[src/rtl/divider_iter.sv]
// Iterative restoring divider: one quotient bit per cycle, RISC-V DIV/DIVU/REM/REMU results.
// Flow is IDLE -> PREP (sign strip) -> RUN (WIDTH iterations) -> FIX (sign restore / divide-by-zero).
module divider_iter #(
  parameter int WIDTH = 32
) (
  input  logic             CLK,
  input  logic             RST,
  input  logic             start,
  input  logic             is_signed,
  input  logic [WIDTH-1:0] dividend,
  input  logic [WIDTH-1:0] divisor,
  output logic             busy,
  output logic             done,
  output logic [WIDTH-1:0] quotient,
  output logic [WIDTH-1:0] remainder,
  output logic             div_by_zero
);

  localparam int CW = $clog2(WIDTH + 1);

  typedef enum logic [1:0] {IDLE, PREP, RUN, FIX} state_t;

  state_t           state_q, state_d;
  logic             sgn_q, sgn_d;
  logic             q_neg_q, q_neg_d;
  logic             r_neg_q, r_neg_d;
  logic [WIDTH-1:0] a_q, a_d;
  logic [WIDTH-1:0] b_q, b_d;
  logic [WIDTH-1:0] rem_q, rem_d;
  logic [WIDTH-1:0] dvd_q, dvd_d;
  logic [CW-1:0]    cnt_q, cnt_d;
  logic             busy_q, busy_d;
  logic             done_q, done_d;
  logic [WIDTH-1:0] quotient_q, quotient_d;
  logic [WIDTH-1:0] remainder_q, remainder_d;
  logic             div_by_zero_q, div_by_zero_d;

  logic [WIDTH:0]   shifted;
  logic [WIDTH:0]   trial;

  always_comb begin
    state_d       = state_q;
    sgn_d         = sgn_q;
    q_neg_d       = q_neg_q;
    r_neg_d       = r_neg_q;
    a_d           = a_q;
    b_d           = b_q;
    rem_d         = rem_q;
    dvd_d         = dvd_q;
    cnt_d         = cnt_q;
    busy_d        = busy_q;
    done_d        = 1'b0;
    quotient_d    = quotient_q;
    remainder_d   = remainder_q;
    div_by_zero_d = div_by_zero_q;
    // a_q doubles as the dividend shift-out and the quotient shift-in register
    shifted       = {rem_q, a_q[WIDTH-1]};
    trial         = shifted - {1'b0, b_q};

    case (state_q)
      IDLE: begin
        if (start) begin
          a_d     = dividend;
          b_d     = divisor;
          dvd_d   = dividend;
          sgn_d   = is_signed;
          busy_d  = 1'b1;
          state_d = PREP;
        end
      end
      PREP: begin
        q_neg_d = sgn_q & (a_q[WIDTH-1] ^ b_q[WIDTH-1]);
        r_neg_d = sgn_q & a_q[WIDTH-1];
        if (sgn_q && a_q[WIDTH-1]) a_d = -a_q;
        if (sgn_q && b_q[WIDTH-1]) b_d = -b_q;
        rem_d   = '0;
        cnt_d   = CW'(WIDTH - 1);
        state_d = RUN;
      end
      RUN: begin
        a_d   = {a_q[WIDTH-2:0], ~trial[WIDTH]};
        rem_d = trial[WIDTH] ? shifted[WIDTH-1:0] : trial[WIDTH-1:0];
        cnt_d = cnt_q - CW'(1);
        if (cnt_q == '0) state_d = FIX;
      end
      FIX: begin
        // A zero divisor is still zero after the sign strip, so b_q identifies it
        if (b_q == '0) begin
          quotient_d    = '1;
          remainder_d   = dvd_q;
          div_by_zero_d = 1'b1;
        end else begin
          quotient_d    = q_neg_q ? -a_q : a_q;
          remainder_d   = r_neg_q ? -rem_q : rem_q;
          div_by_zero_d = 1'b0;
        end
        busy_d  = 1'b0;
        done_d  = 1'b1;
        state_d = IDLE;
      end
      default: state_d = IDLE;
    endcase
  end

  always_ff @(posedge CLK or posedge RST) begin
    if (RST) begin
      state_q       <= IDLE;
      sgn_q         <= 1'b0;
      q_neg_q       <= 1'b0;
      r_neg_q       <= 1'b0;
      a_q           <= '0;
      b_q           <= '0;
      rem_q         <= '0;
      dvd_q         <= '0;
      cnt_q         <= '0;
      busy_q        <= 1'b0;
      done_q        <= 1'b0;
      quotient_q    <= '0;
      remainder_q   <= '0;
      div_by_zero_q <= 1'b0;
    end else begin
      state_q       <= state_d;
      sgn_q         <= sgn_d;
      q_neg_q       <= q_neg_d;
      r_neg_q       <= r_neg_d;
      a_q           <= a_d;
      b_q           <= b_d;
      rem_q         <= rem_d;
      dvd_q         <= dvd_d;
      cnt_q         <= cnt_d;
      busy_q        <= busy_d;
      done_q        <= done_d;
      quotient_q    <= quotient_d;
      remainder_q   <= remainder_d;
      div_by_zero_q <= div_by_zero_d;
    end
  end

  assign busy        = busy_q;
  assign done        = done_q;
  assign quotient    = quotient_q;
  assign remainder   = remainder_q;
  assign div_by_zero = div_by_zero_q;

endmodule

[config.mk]
export PLATFORM = sky130hd
export DESIGN_NAME = divider_iter
export DESIGN_NICKNAME = d
export VERILOG_FILES = /design/src/rtl/divider_iter.sv
export SDC_FILE = /design/constraint.sdc
export NUM_CORES = 1
export LEC_CHECK = 0
export CORE_ASPECT_RATIO = 1.25
export CORE_MARGIN = 2
export CORE_UTILIZATION = 50
export DETAILED_ROUTE_END_ITERATION = 10
export GPL_TIMING_DRIVEN = 1
export MAX_ROUTING_LAYER = met4
export PLACE_DENSITY = 0.81
export REMOVE_ABC_BUFFERS = 1
export SLEW_MARGIN = 20
export SYNTH_ARGS = -nofsm -noshare
export SYNTH_HDL_FRONTEND = slang
export SYNTH_SLANG_ARGS = --single-unit
[constraint.sdc]
create_clock -name CLK -period 18.5 [get_ports CLK]
set_input_delay 1.85 -clock CLK [delete_from_list [all_inputs] [get_ports CLK]]
set_output_delay 1.85 -clock CLK [all_outputs]
set_load 0.02 [all_outputs]
=== After elaboration in Yosys (flattened, before gate mapping) ===
Index checks and enable logic that the tools add are counted.

* Word-level logic and storage cells: 64
* Output and inout port bits: 67
* Bits in registers: 206

* Eq/ne operators: 7
* Bitwise logic cells: 4
* Reductions and logical operators: 14
* Multiplexer cells: 20
* Add/subtract/negate cells: 5

{| class="wikitable"
|+ Operators by type and width
! operator !! number
|-
| 32-bit two-way mux || 9
|-
| 32-bit case mux with 2 select lines || 2
|-
| 32-bit negator || 3
|-
| 32-bit case mux with 3 select lines || 1
|-
| 33-bit by 32-bit subtractor with 33-bit output || 1
|-
| 32-bit zero test || 1
|-
| 6-bit case mux with 2 select lines || 1
|-
| 2-bit inequality test, second input constant || 4
|-
| 2-bit case mux with 4 select lines || 1
|-
| 6-bit zero test || 1
|-
| 2-bit AND reduction || 3
|-
| 3-bit AND reduction || 2
|-
| 2-bit nonzero test || 3
|-
| 6-bit by 1-bit subtractor with 6-bit output, second input constant || 1
|-
| 2-bit equality test, second input constant || 2
|-
| 2-bit two-way mux || 2
|-
| 1-bit two-way mux || 3
|-
| 3-bit nonzero test || 1
|-
| 1-bit bitwise AND || 2
|-
| 2-bit by 1-bit equality test with 1-bit output, second input constant || 1
|-
| 1-bit logical AND || 2
|-
| 2-bit zero test || 1
|-
| 1-bit case mux with 2 select lines || 1
|-
| 1-bit inverter || 1
|-
| 1-bit bitwise XOR || 1
|}

=== Longest topological paths before layout ===
Gate-level depths: netlist (run 1).

* Word-level depth: 3
* Gate-level depth with buffers: 14
* Gate-level depth less buffers: 12

=== Least setup slack after synthesis (run 1) ===
No wires, ideal clock.

* Kind: reg2reg
* Start point: register a_q[0]
* End point: register a_q[28]
* Clock period less this slack: 3,196 ps
* Setup slack: 15,304 ps
* Data arrival time: 3,067 ps
* Library setup time: 130 ps
* Stages on the path, launching flop included: 14
* Required time: 18,370 ps
* Cells stage by stage: dfrtp_1 inv_1 ha_1 nor3b_2 nand2_1 or3_1 clkbuf_1 or4_1 buf_2 or3b_4 or2_1 nor3b_1 a221oi_2 o21ai_1

* Cells in the longest elaborated chain, start to end: 3

{| class="wikitable"
|+ Ends and longest elaborated chain
! what !! line !! text
|-
| from (decl) || 27 || <nowiki>logic [WIDTH-1:0] a_q, a_d;</nowiki>
|-
| from (signal assigned) || 111 || <nowiki>a_q <= '0;</nowiki>
|-
| from (signal assigned) || 126 || <nowiki>a_q <= a_d;</nowiki>
|-
| 32-bit negator || 74 || <nowiki>if (sgn_q && a_q[WIDTH-1]) a_d = -a_q;</nowiki>
|-
| 32-bit two-way mux || 74 ||
|-
| 32-bit case mux with 3 select lines || 60 || <nowiki>case (state_q)</nowiki>
|}

No other way between the ends. The select of a mux whose other input is x is not followed.
A chain may end at the register's enable or synchronous reset.

=== Final worst setup path (run 1) ===
* Start point: register b_q[1]
* End point: register remainder_q[31] (netlist: remainder[31])

* Cells in the longest elaborated chain, start to end: 2

{| class="wikitable"
|+ Ends and longest elaborated chain
! what !! line !! text
|-
| from (decl) || 28 || <nowiki>logic [WIDTH-1:0] b_q, b_d;</nowiki>
|-
| from (signal assigned) || 112 || <nowiki>b_q <= '0;</nowiki>
|-
| from (signal assigned) || 127 || <nowiki>b_q <= b_d;</nowiki>
|-
| 32-bit zero test || 88 || <nowiki>if (b_q == '0) begin</nowiki>
|-
| 32-bit two-way mux || 88 ||
|-
| to (signal assigned) || 134 || <nowiki>remainder_q <= remainder_d;</nowiki>
|-
| to (decl) || 35 || <nowiki>logic [WIDTH-1:0] remainder_q, remainder_d;</nowiki>
|}

No other way between the ends.

==> impl_results.md, run 1 <==
- Final ANT Viol Nets: 0
- Startpoint Class: register
- Crit path kind: reg -> reg
- Post-route DRC violation count: 0
- Row count: 65
- Final nets: 1643
- Hpwl dp: 23600 µm
- Routed Wire Length: 33900 µm
- Cell family with most CP delay: simple AND/OR/NAND/NOR gates
- Clk slew on worst S/H paths: 70 ps
- Net Sw Frac: 0.437
- CTS buffer count: 22
- # placed instances: 1843
- Reg-to-Reg Start: b_q[1]
- Worst VDD drop: 0.0000907 V
- CP peak stage delay: 830 ps
- Gr busiest metal: met2
- DRT iter0 DRCs: 889
- Worst Min Path Start: quotient[22]
- Ys Warns: 0
- Power Density: 167 mW/mm²
- Final Cycle Share: 0.219
- Leakage power: 6.69 nW
- Clk_skew: 12.2 ps
- Slew headroom: 0.256
- Clk_lat worst skew: 510 ps
- Hold Fails Final Rpt: 0
- GP Congestion: 0.902
- Synth async-reset ratio: 1.00
- Pin count of the biggest net entering global routing: 144
- GR Overflow Total: 0
- Most frequent cells in the layout: dfrtp_1 (206), clkdlybuf4s50_1 (134), a21oi_1 (122)
- Met2 track demand over resource: 0.434
- Clk buf depth: 3
- Die Ht: 184 µm
- Max-slew violations: 0
- Combinational group share of total power: 0.499
- Routed via count: 11400
- Power share of the clock group: 0.184
- Antenna violations before repair: 0
- Die area: 0.0272 mm²
- Met3 Use GR: 0.0241
- 1st-pass router iterations: 5
- Cells after Synth: 1463
- Post-CTS sizing: 0
- Area grow syn2layout: 17.8%
- Post-synth EDFFs: 0
- Placeable Area: 0.0253 mm²
- Initial core utilization: 0.511
- Cell variety after synth: 73
- Fin cells: 1883
- Internal power: 0.00143 W
- Sequential element share of the synthesized area: 0.399
- Avg Cell Area, Syn: 8.83 µm²
- Final setup margin: 14440 ps
- CTS root buffer: clkbuf_16
- Critical path, cell by cell: inv_1, ha_1, nor4b_1, nand4_1, or2_2, or3_2, buf_4, nand2_1, o221ai_1
- Endpoint class of the critical path: register
- Worst Path Buf+Inv: 2
- RSZ-0062 raised after global routing: no
- Mapped Area: 0.0129 mm²
- CTS Hold Bufs: 0
- Finished Cell Area: 0.0152 mm²
- Number of synthesized register bits: 206
- WL per Instance: 18.0 µm
- Fmax: 246 MHz
- Via density: 6.06
- Clk sinks: 206
- HP Class: reg -> reg
- Layout cell share with drive strength beyond 1: 0.0866
- Pre-CTS setup slack: 14510 ps
- Post-synth top flop: dfrtp_1
- CTS tree: built
- Worst Path Required: 18850 ps
- DIE WIDTH: 148 µm
- Seq pwr share: 0.316
- Post-CTS Setup Repair Bufs: 0
- Antenna cells: 0
- GR Util met1: 0.325
- Period minus WS final: 4060 ps
- Worst-Margin Slew: 1110 ps
- First-pass GRT wire length: 56100 µm
- Worst Setup SP: b_q[1]
- Max_cap viols: 0
- Post-place instance area: 0.0144 mm²
- TNS Setup: 0 ps
- Port Buf Inserts: 134
- Hold_ws: 499 ps
- Boundary Pins: 135
- CTS H-tree depth: 1
- Status: finished clean
- GRT Total Usage: 0.256
- Critical Path Fanout Max: 54
- Sw power: 0.00111 W
- Final setup vio count: 0
- Slowest cell on the critical path: nor4b_1
- Worst EP arrival: 4410 ps
- Number of global-route vias before repair: 11200
- Most common cell after layout, fill and taps aside: dfrtp_1
## per-stage QoR
stage	power (W)	utilization
floorplan	0.00164	-
global placement	0.00201	0.570
detailed placement	0.00206	0.570
CTS	0.00254	0.601
global route	0.00272	0.602
finish	0.00254	0.602
## routing by layer
| layer | vias to the layer above | wire length (µm) | part of all wire |
|---|---|---|---|
| li1 | 5446 | - | - |
| met1 | 5476 | 14300 | 0.42 |
| met2 | 420 | 16800 | 0.49 |
| met3 | 72 | 1820 | 0.054 |
| met4 | 0 | 1000 | 0.029 |
| met5 | - | 0 | 0 |
## cell usage after synthesis, types with 24 or more instances
| master | number | share of area |
|---|---|---|
| dfrtp_1 | 206 | 0.40 |
| a21oi_1 | 122 | 0.047 |
| nand2_1 | 113 | 0.033 |
| nor2_1 | 113 | 0.033 |
| o21ai_0 | 112 | 0.043 |
| clkbuf_1 | 83 | 0.024 |
| inv_1 | 77 | 0.022 |
| xnor2_1 | 67 | 0.045 |
| mux2_2 | 54 | 0.047 |
| o22ai_1 | 42 | 0.020 |
| ha_1 | 41 | 0.040 |
| nand3_1 | 32 | 0.012 |
| or3_1 | 31 | 0.015 |
| and3_1 | 27 | 0.013 |
| xor2_1 | 25 | 0.017 |
| a31oi_1 | 24 | 0.012 |
## layout make-up
type / instances / area (µm²)
fillers: 2107 / 10100
well taps: 335 / 419
inverters: 78 / 300
repair buffers: 147 / 1460
multi-input cells: 1078 / 7130
clock inverters: 11 / 153
flip-flops and latches: 206 / 5150
clock buffers: 28 / 614
## kinds of logic (layout without fill, tap and decap cells)
group / after synthesis / in the layout / synth area share
AOI/OAI and AO/OA: 458 / 458 / 0.226
buffers and inverters: 179 / 264 / 0.0533
xor gates and xnor gates: 92 / 92 / 0.0623
muxes: 76 / 76 / 0.0641
DFF: 206 / 206 / 0.399
and+or+nand+nor: 410 / 410 / 0.154
adders and majority gates: 42 / 42 / 0.0412
## registers in the layout (all words and copies together) (netlist names), 2 cells and up
name	flops
rem_q	32
dvd_q	32
state_q	2
quotient	32
b_q	32
remainder	32
a_q	32
cnt_q	6
## worst paths after layout
check                           depth (start not counted)            end  slack (ps)
worst max-delay path                                    9  remainder[31]       14440
worst min-delay path                                    1   quotient[22]         500
worst max register to register                          9  remainder[31]       14440
worst min register to register                          1   quotient[22]         500
max in group asynchronous                               3    quotient[2]       15630
min in group asynchronous                               2           done        1740
## power groups by stage
stage,combinational (W),clock (W),sequential [W]
global placement,0.00121,0,0.000795
detailed placement,0.00125,0,0.000806
global route,0.00140,0.000491,0.000830
CTS,0.00126,0.000473,0.000800
floorplan,0.000809,0,0.000835
finish,0.00127,0.000468,0.000804
Note: power is estimated with default switching activity, not from simulation.
==> inputs of run 2 (changes only) <==
--- a/config.mk
+++ b/config.mk
@@ -11,7 +11,7 @@
 export DETAILED_ROUTE_END_ITERATION = 10
 export GPL_TIMING_DRIVEN = 1
 export MAX_ROUTING_LAYER = met4
-export PLACE_DENSITY = 0.81
+export PLACE_DENSITY = 0.84
 export REMOVE_ABC_BUFFERS = 1
 export SLEW_MARGIN = 20
 export SYNTH_ARGS = -nofsm -noshare
==> constraint.sdc (replaced) <==
create_clock -name CLK -period 3.4 [get_ports CLK]
set_input_delay 0.34 -clock CLK [delete_from_list [all_inputs] [get_ports CLK]]
set_output_delay 0.34 -clock CLK [all_outputs]
set_load 0.02 [all_outputs]
==> run 2 against run 1 <==
Compared with the run above: non-clock buffer count increased by 28; global-route usage increased by 0.68 points; critical endpoint is now a_q[31]; clock power increased to 5.2 times the previous value; cell count increased by 1.4%; via count increased by 2.0%; sequential cell count unchanged; wire length increased by 4.7%; first-iteration DRC count increased by 1.7%; core utilization increased by 0.78 points.
==> impl_results.md, run 2 (synthesis results as in run 1) <==
- Reg-to-Reg Start: a_q[10]
- Met2 track demand over resource: 0.441 (+0.00670)
- CTS tree: built
- Multi-input gate area: 0.00714 mm² (+0.25%)
- Final setup vio count: 0 (unchanged)
- Hold Fails Final Rpt: 0 (unchanged)
- Reg2Reg Depth: 9 (unchanged)
- Worst-Margin Slew: 883 ps (-232 ps)
- GR Util met1: 0.332 (+0.00652)
- Power Density: 909 mW/mm² (+450%)
- Pin count of the biggest net entering global routing: 81 (-44%)
- Reg2Reg Setup Slack: 160 ps (-14280 ps)
- Internal power: 0.00785 W (+450%)
- Antenna cells: 0 (unchanged)
- TNS Setup: 0 ps (unchanged)
- Die Ht: 184 µm (unchanged)
- Seq pwr share: 0.311 (-0.005)
- GRT Total Usage: 0.263 (+0.00683)
- Port Buf Inserts: 134 (unchanged)
- DIE WIDTH: 148 µm (unchanged)
- Leakage power: 6.83 nW (+2.1%)
- Initial core utilization: 0.511 (unchanged)
- Max_cap viols: 0 (unchanged)
- Clk_skew: 20.5 ps (+8.34 ps)
- Die area: 0.0272 mm² (unchanged)
- Crit path kind: reg -> reg
- Row count: 65 (unchanged)
- Status: finished clean
- First-pass GRT wire length: 56900 µm (+1.4%)
- Max-slew violations: 0 (unchanged)
- GR Overflow Total: 0 (unchanged)
- Final setup margin: 160 ps (-14280 ps)
- Final nets: 1670 (+1.6%)
- Gr busiest metal: met2
- Period minus WS final: 3240 ps (-818 ps)
- Fmax: 309 MHz (+25%)
- GP Congestion: 0.912 (+1.1%)
- Critical Path Fanout Max: 8 (-85%)
- Startpoint Class: register
- Worst EP arrival: 3590 ps (-820 ps)
- WL per Instance: 18.6 µm (+3.3%)
- HP Class: in -> async
- Area grow syn2layout: 19.3%
- Most frequent cells in the layout: dfrtp_1 (206), clkdlybuf4s50_1 (134), a21oi_1 (122)
- DRT iter0 DRCs: 904 (+1.7%)
- Post-CTS Setup Repair Bufs: 0 (unchanged)
- Endpoint class of the critical path: register
- CTS H-tree depth: 1 (unchanged)
- Number of global-route vias before repair: 11100 (-0.58%)
- Clk_lat worst skew: 520 ps (about the same)
- Via density: 6.09 (+0.53%)
- Crit Reg-Reg Endpoint: a_q[31]
- Final ANT Viol Nets: 0 (unchanged)
- Sw power: 0.00618 W (+460%)
- Placeable Area: 0.0253 mm² (unchanged)
- RSZ-0062 raised after global routing: no
- Layout cell share with drive strength beyond 1: 0.103 (+0.0169)
- Worst Path Required: 3750 ps (-15100 ps)
- Combinational group share of total power: 0.516 (+0.017)
- Clk sinks: 206 (unchanged)
- Worst Setup SP: a_q[10]
- FILL cells: 2064 (-2.0%)
- Slew headroom: 0.411 (+0.156)
- Antenna violations before repair: 0 (unchanged)
- Post-route DRC violation count: 0 (unchanged)
- Routed Wire Length: 35500 µm (+4.7%)
- CTS root buffer: clkbuf_16
- Pre-CTS setup slack: 72.0 ps (-14430 ps)
- Worst VDD drop: 0.000523 V (+480%)
- 1st-pass router iterations: 8 (+3)
- Clk slew on worst S/H paths: 70 ps (about the same)
- Net Sw Frac: 0.440 (+0.00330)
- CTS buffer count: 21 (-4.5%)
- Met3 Use GR: 0.0275 (+0.00347)
- Hpwl dp: 25300 µm (+6.9%)
- Power share of the clock group: 0.173 (-0.011)
- Boundary Pins: 135 (unchanged)
- Register area: 0.00515 mm² (unchanged)
- Most common cell after layout, fill and taps aside: dfrtp_1
- Clk buf depth: 3 (unchanged)
- Final Cycle Share: 0.953 (+0.734)
- Routed via count: 11600 (+2.0%)
run 2: worst max-delay path by stage:
stage / to / slack, ps
after floorplan: a_q[0] / -2560
after global placement: a_q[31] / 110
after detailed placement: a_q[31] / 70
after CTS: a_q[31] / 40
after global routing: a_q[28] / 20
final: a_q[31] / 160
run 2: power by group through the flow:
stage,Sequential [W],Combinational (W),Clock (W)
floorplan,0.00454,0.00440,0
global placement,0.00431,0.00691,0
detailed placement,0.00436,0.00713,0
CTS,0.00433,0.00718,0.00246
global route,0.00449,0.00791,0.00255
finish,0.00436,0.00724,0.00243
run 2: layout make-up:
type / count / area share
Clock buffer: 25 / 0.0363
Sequential cell: 206 / 0.334
Timing Repair Buffer: 175 / 0.109
Tap cell: 335 / 0.0272
Multi-Input combinational cell: 1078 / 0.463
Inverter: 78 / 0.0195
Clock inverter: 13 / 0.0102
run 2: repair_timing:
| item | CTS | global route |
|---|---|---|
| resized for setup | 0 | 6 |
| hold buffers | 0 | 0 |
| setup endpoints to repair | 0 | 5 |
run 2: worst max-delay path, cell delays in order, from the launching register on:
cell,delay [ps]
dfrtp_1,410
or3_1,440
or3_1,340
or4b_4,540
or3_4,410
nand2b_4,200
nor3_2,220
nor3_1,70
a221oi_1,250
o22ai_1,200
run 2: layer usage:
layer	share of wire	vias to the layer above	wire length [µm]
met5	0	-	0
met4	0.037	0	1310
met3	0.058	96	2060
met2	0.49	453	17500
met1	0.41	5589	14600
li1	-	5501	-
run 2: per-stage QoR:
stage	hold slack (ps)	cell area (µm²)	total power [W]	std cells	utilization
6_report	297	15400	0.0140	1910	0.610
5_1_grt	341	15400	0.0150	1910	0.610
4_1_cts	332	15400	0.0140	1910	0.609
3_5_place_dp	486	14700	0.0115	1872	0.580
3_3_place_gp	481	14700	0.0112	1872	0.580
2_1_floorplan	474	12500	0.00895	1362	-
==> inputs of run 3 (changes only) <==
--- a/config.mk
+++ b/config.mk
@@ -6,7 +6,6 @@
 export NUM_CORES = 1
 export LEC_CHECK = 0
 export CORE_ASPECT_RATIO = 1.25
-export CORE_MARGIN = 2
 export CORE_UTILIZATION = 50
 export DETAILED_ROUTE_END_ITERATION = 10
 export GPL_TIMING_DRIVEN = 1
==> run 3 against run 2 <==
Compared with the run above: global-route usage increased by 0.16 points; final area about the same; cell count decreased by 0.10%; largest cell class unchanged; non-clock buffer count unchanged; highest routed layer unchanged.
==> impl_results.md, run 3 (synthesis results as in run 1) <==
- Status: finished clean
- FILL cells: 2069 (+0.24%)
- Hold Fails Final Rpt: 0 (unchanged)
- Max-slew violations: 0 (unchanged)
- DRT iter0 DRCs: 950 (+5.1%)
- Fmax: 302 MHz (-2.2%)
- CTS tree: built
- Layout cell share with drive strength beyond 1: 0.102 (-0.00114)
- Worst Path Required: 3800 ps (+50 ps)
- Most frequent cells in the layout: dfrtp_1 (206), clkdlybuf4s50_1 (134), a21oi_1 (122)
- HP Class: in -> async
- Post-route DRC violation count: 0 (unchanged)
- Leakage power: 6.81 nW (-0.28%)
- Clk_lat worst skew: 520 ps (about the same)
- GRT Total Usage: 0.265 (+0.00156)
- Worst EP arrival: 3720 ps (+130 ps)
- Boundary Pins: 135 (unchanged)
- CP peak stage delay: 550 ps (about the same)
- Max_cap viols: 0 (unchanged)
- WL per Instance: 18.1 µm (-2.5%)
- Final setup vio count: 0 (unchanged)
- CTS H-tree depth: 1 (unchanged)
- Worst VDD drop: 0.000485 V (-7.2%)
- Clk slew on worst S/H paths: 70 ps (about the same)
- Slowest cell on the critical path: or4_1
- Initial core utilization: 0.511 (unchanged)
- Via density: 6.13 (+0.60%)
- Routed Wire Length: 34600 µm (-2.6%)
- Final nets: 1670 (unchanged)
- Row count: 65 (unchanged)
- Final Cycle Share: 0.975 (+0.0219)
- Placeable Area: 0.0253 mm² (unchanged)
- Antenna cells: 0 (unchanged)
- Clk sinks: 206 (unchanged)
- Endpoint class of the critical path: register
- Clk buf depth: 3 (unchanged)
- Port Buf Inserts: 134 (unchanged)
- Most common cell after layout, fill and taps aside: dfrtp_1
- Routed via count: 11700 (+0.50%)
- # placed instances: 1872 (unchanged)
- Critical Path Fanout Max: 4 (-4)
- Hpwl dp: 24900 µm (-1.5%)
- First-pass GRT wire length: 55800 µm (-2.0%)
- Clk_skew: 15.1 ps (-5.42 ps)
- Number of global-route vias before repair: 11200 (+0.58%)
- Pin count of the biggest net entering global routing: 86 (+6.2%)
- 1st-pass router iterations: 5 (-3)
- Fin cells: 1908 (-0.10%)
- Period minus WS final: 3310 ps (+74.4 ps)
- Slew headroom: 0.508 (+0.0969)
- GR Overflow Total: 0 (unchanged)
- TNS Setup: 0 ps (unchanged)
- CTS buffer count: 21 (unchanged)
- Antenna violations before repair: 0 (unchanged)
- Die Ht: 182 µm (-1.1%)
- Die area: 0.0265 mm² (-2.4%)
- Final ANT Viol Nets: 0 (unchanged)
- CTS root buffer: clkbuf_16
- Crit path kind: reg -> reg
- CTS Hold Bufs: 0 (unchanged)
- Power Density: 901 mW/mm² (-0.92%)
- Startpoint Class: register
- DIE WIDTH: 146 µm (-1.4%)
- Area grow syn2layout: 19.3% (about the same)
- Worst-Margin Slew: 736 ps (-147 ps)
- GP Congestion: 0.942 (+3.3%)
- Critical path, cell by cell: inv_1, ha_2, nor3b_4, nand2_2, or3_1, or4_1, or3b_4, or2_1, nor3b_1, a221oi_2, o21ai_1
==> run 3: power breakdown <==
group	switching (W)	internal, W	leakage, nW
Combinational	0.00421	0.00309	3.95
Clock	0.000997	0.00125	0.312
Sequential	0.000927	0.00342	2.54
Total	0.00613	0.00776	6.81
==> run 3: repair_timing <==
action	CTS	global route
setup endpoints to repair	0	4
resized for setup	0	6
buffers inserted	0	0
==> run 3: layer usage <==
metal / GRT usage / vias up / routed length [µm]
met5: - / - / 0
met4: 0.120 / 0 / 1500
met3: 0.0286 / 99 / 2010
met2: 0.449 / 443 / 17000
met1: 0.317 / 5649 / 14100
li1: - / 5506 / -
==> run 3: layout make-up <==
class | instances | area [µm²] | share of cell area
clock inverters | 7 | 56.3 | 0.00365
repair buffers | 175 | 1740 | 0.113
well taps | 335 | 419 | 0.0272
flip-flops and latches | 206 | 5150 | 0.334
inverters | 78 | 300 | 0.0195
multi-input cells | 1078 | 7140 | 0.463
clock buffers | 29 | 606 | 0.0393
==> run 3: worst max-delay path, delay by kind of cell, from the launching register on <==
| kind | cells | cell delay, ps |
|---|---|---|
| compound gates | 2 | 290 |
| fa+ha+maj | 1 | 230 |
| buf+inv | 1 | 140 |
| flops | 1 | 400 |
| simple gates | 7 | 2140 |
==> run 3: metrics by stage <==
step	utilization	total power, W	setup slack (ps)	area, µm²	hold WS, ps
2_1_floorplan	-	0.00895	-2560	12500	474
3_3_place_gp	0.582	0.0113	52.0	14700	480
3_5_place_dp	0.582	0.0115	42.9	14700	488
4_1_cts	0.609	0.0138	16.9	15400	348
5_1_grt	0.610	0.0148	-30.5	15400	393
6_report	0.610	0.0139	85.2	15400	316
==> run 3: final timing paths <==
kind	slack, ps	cells after the start	end	startpoint
min in group CLK	430	3	b_q[15]	divisor[15]
max in group asynchronous	2320	3	b_q[10]	RST
setup / recovery	90	11	a_q[28]	a_q[0]
setup reg to reg	90	11	a_q[28]	a_q[0]
hold reg to reg	500	1	quotient[20]	quotient[20]
hold / removal	320	2	remainder[26]	RST
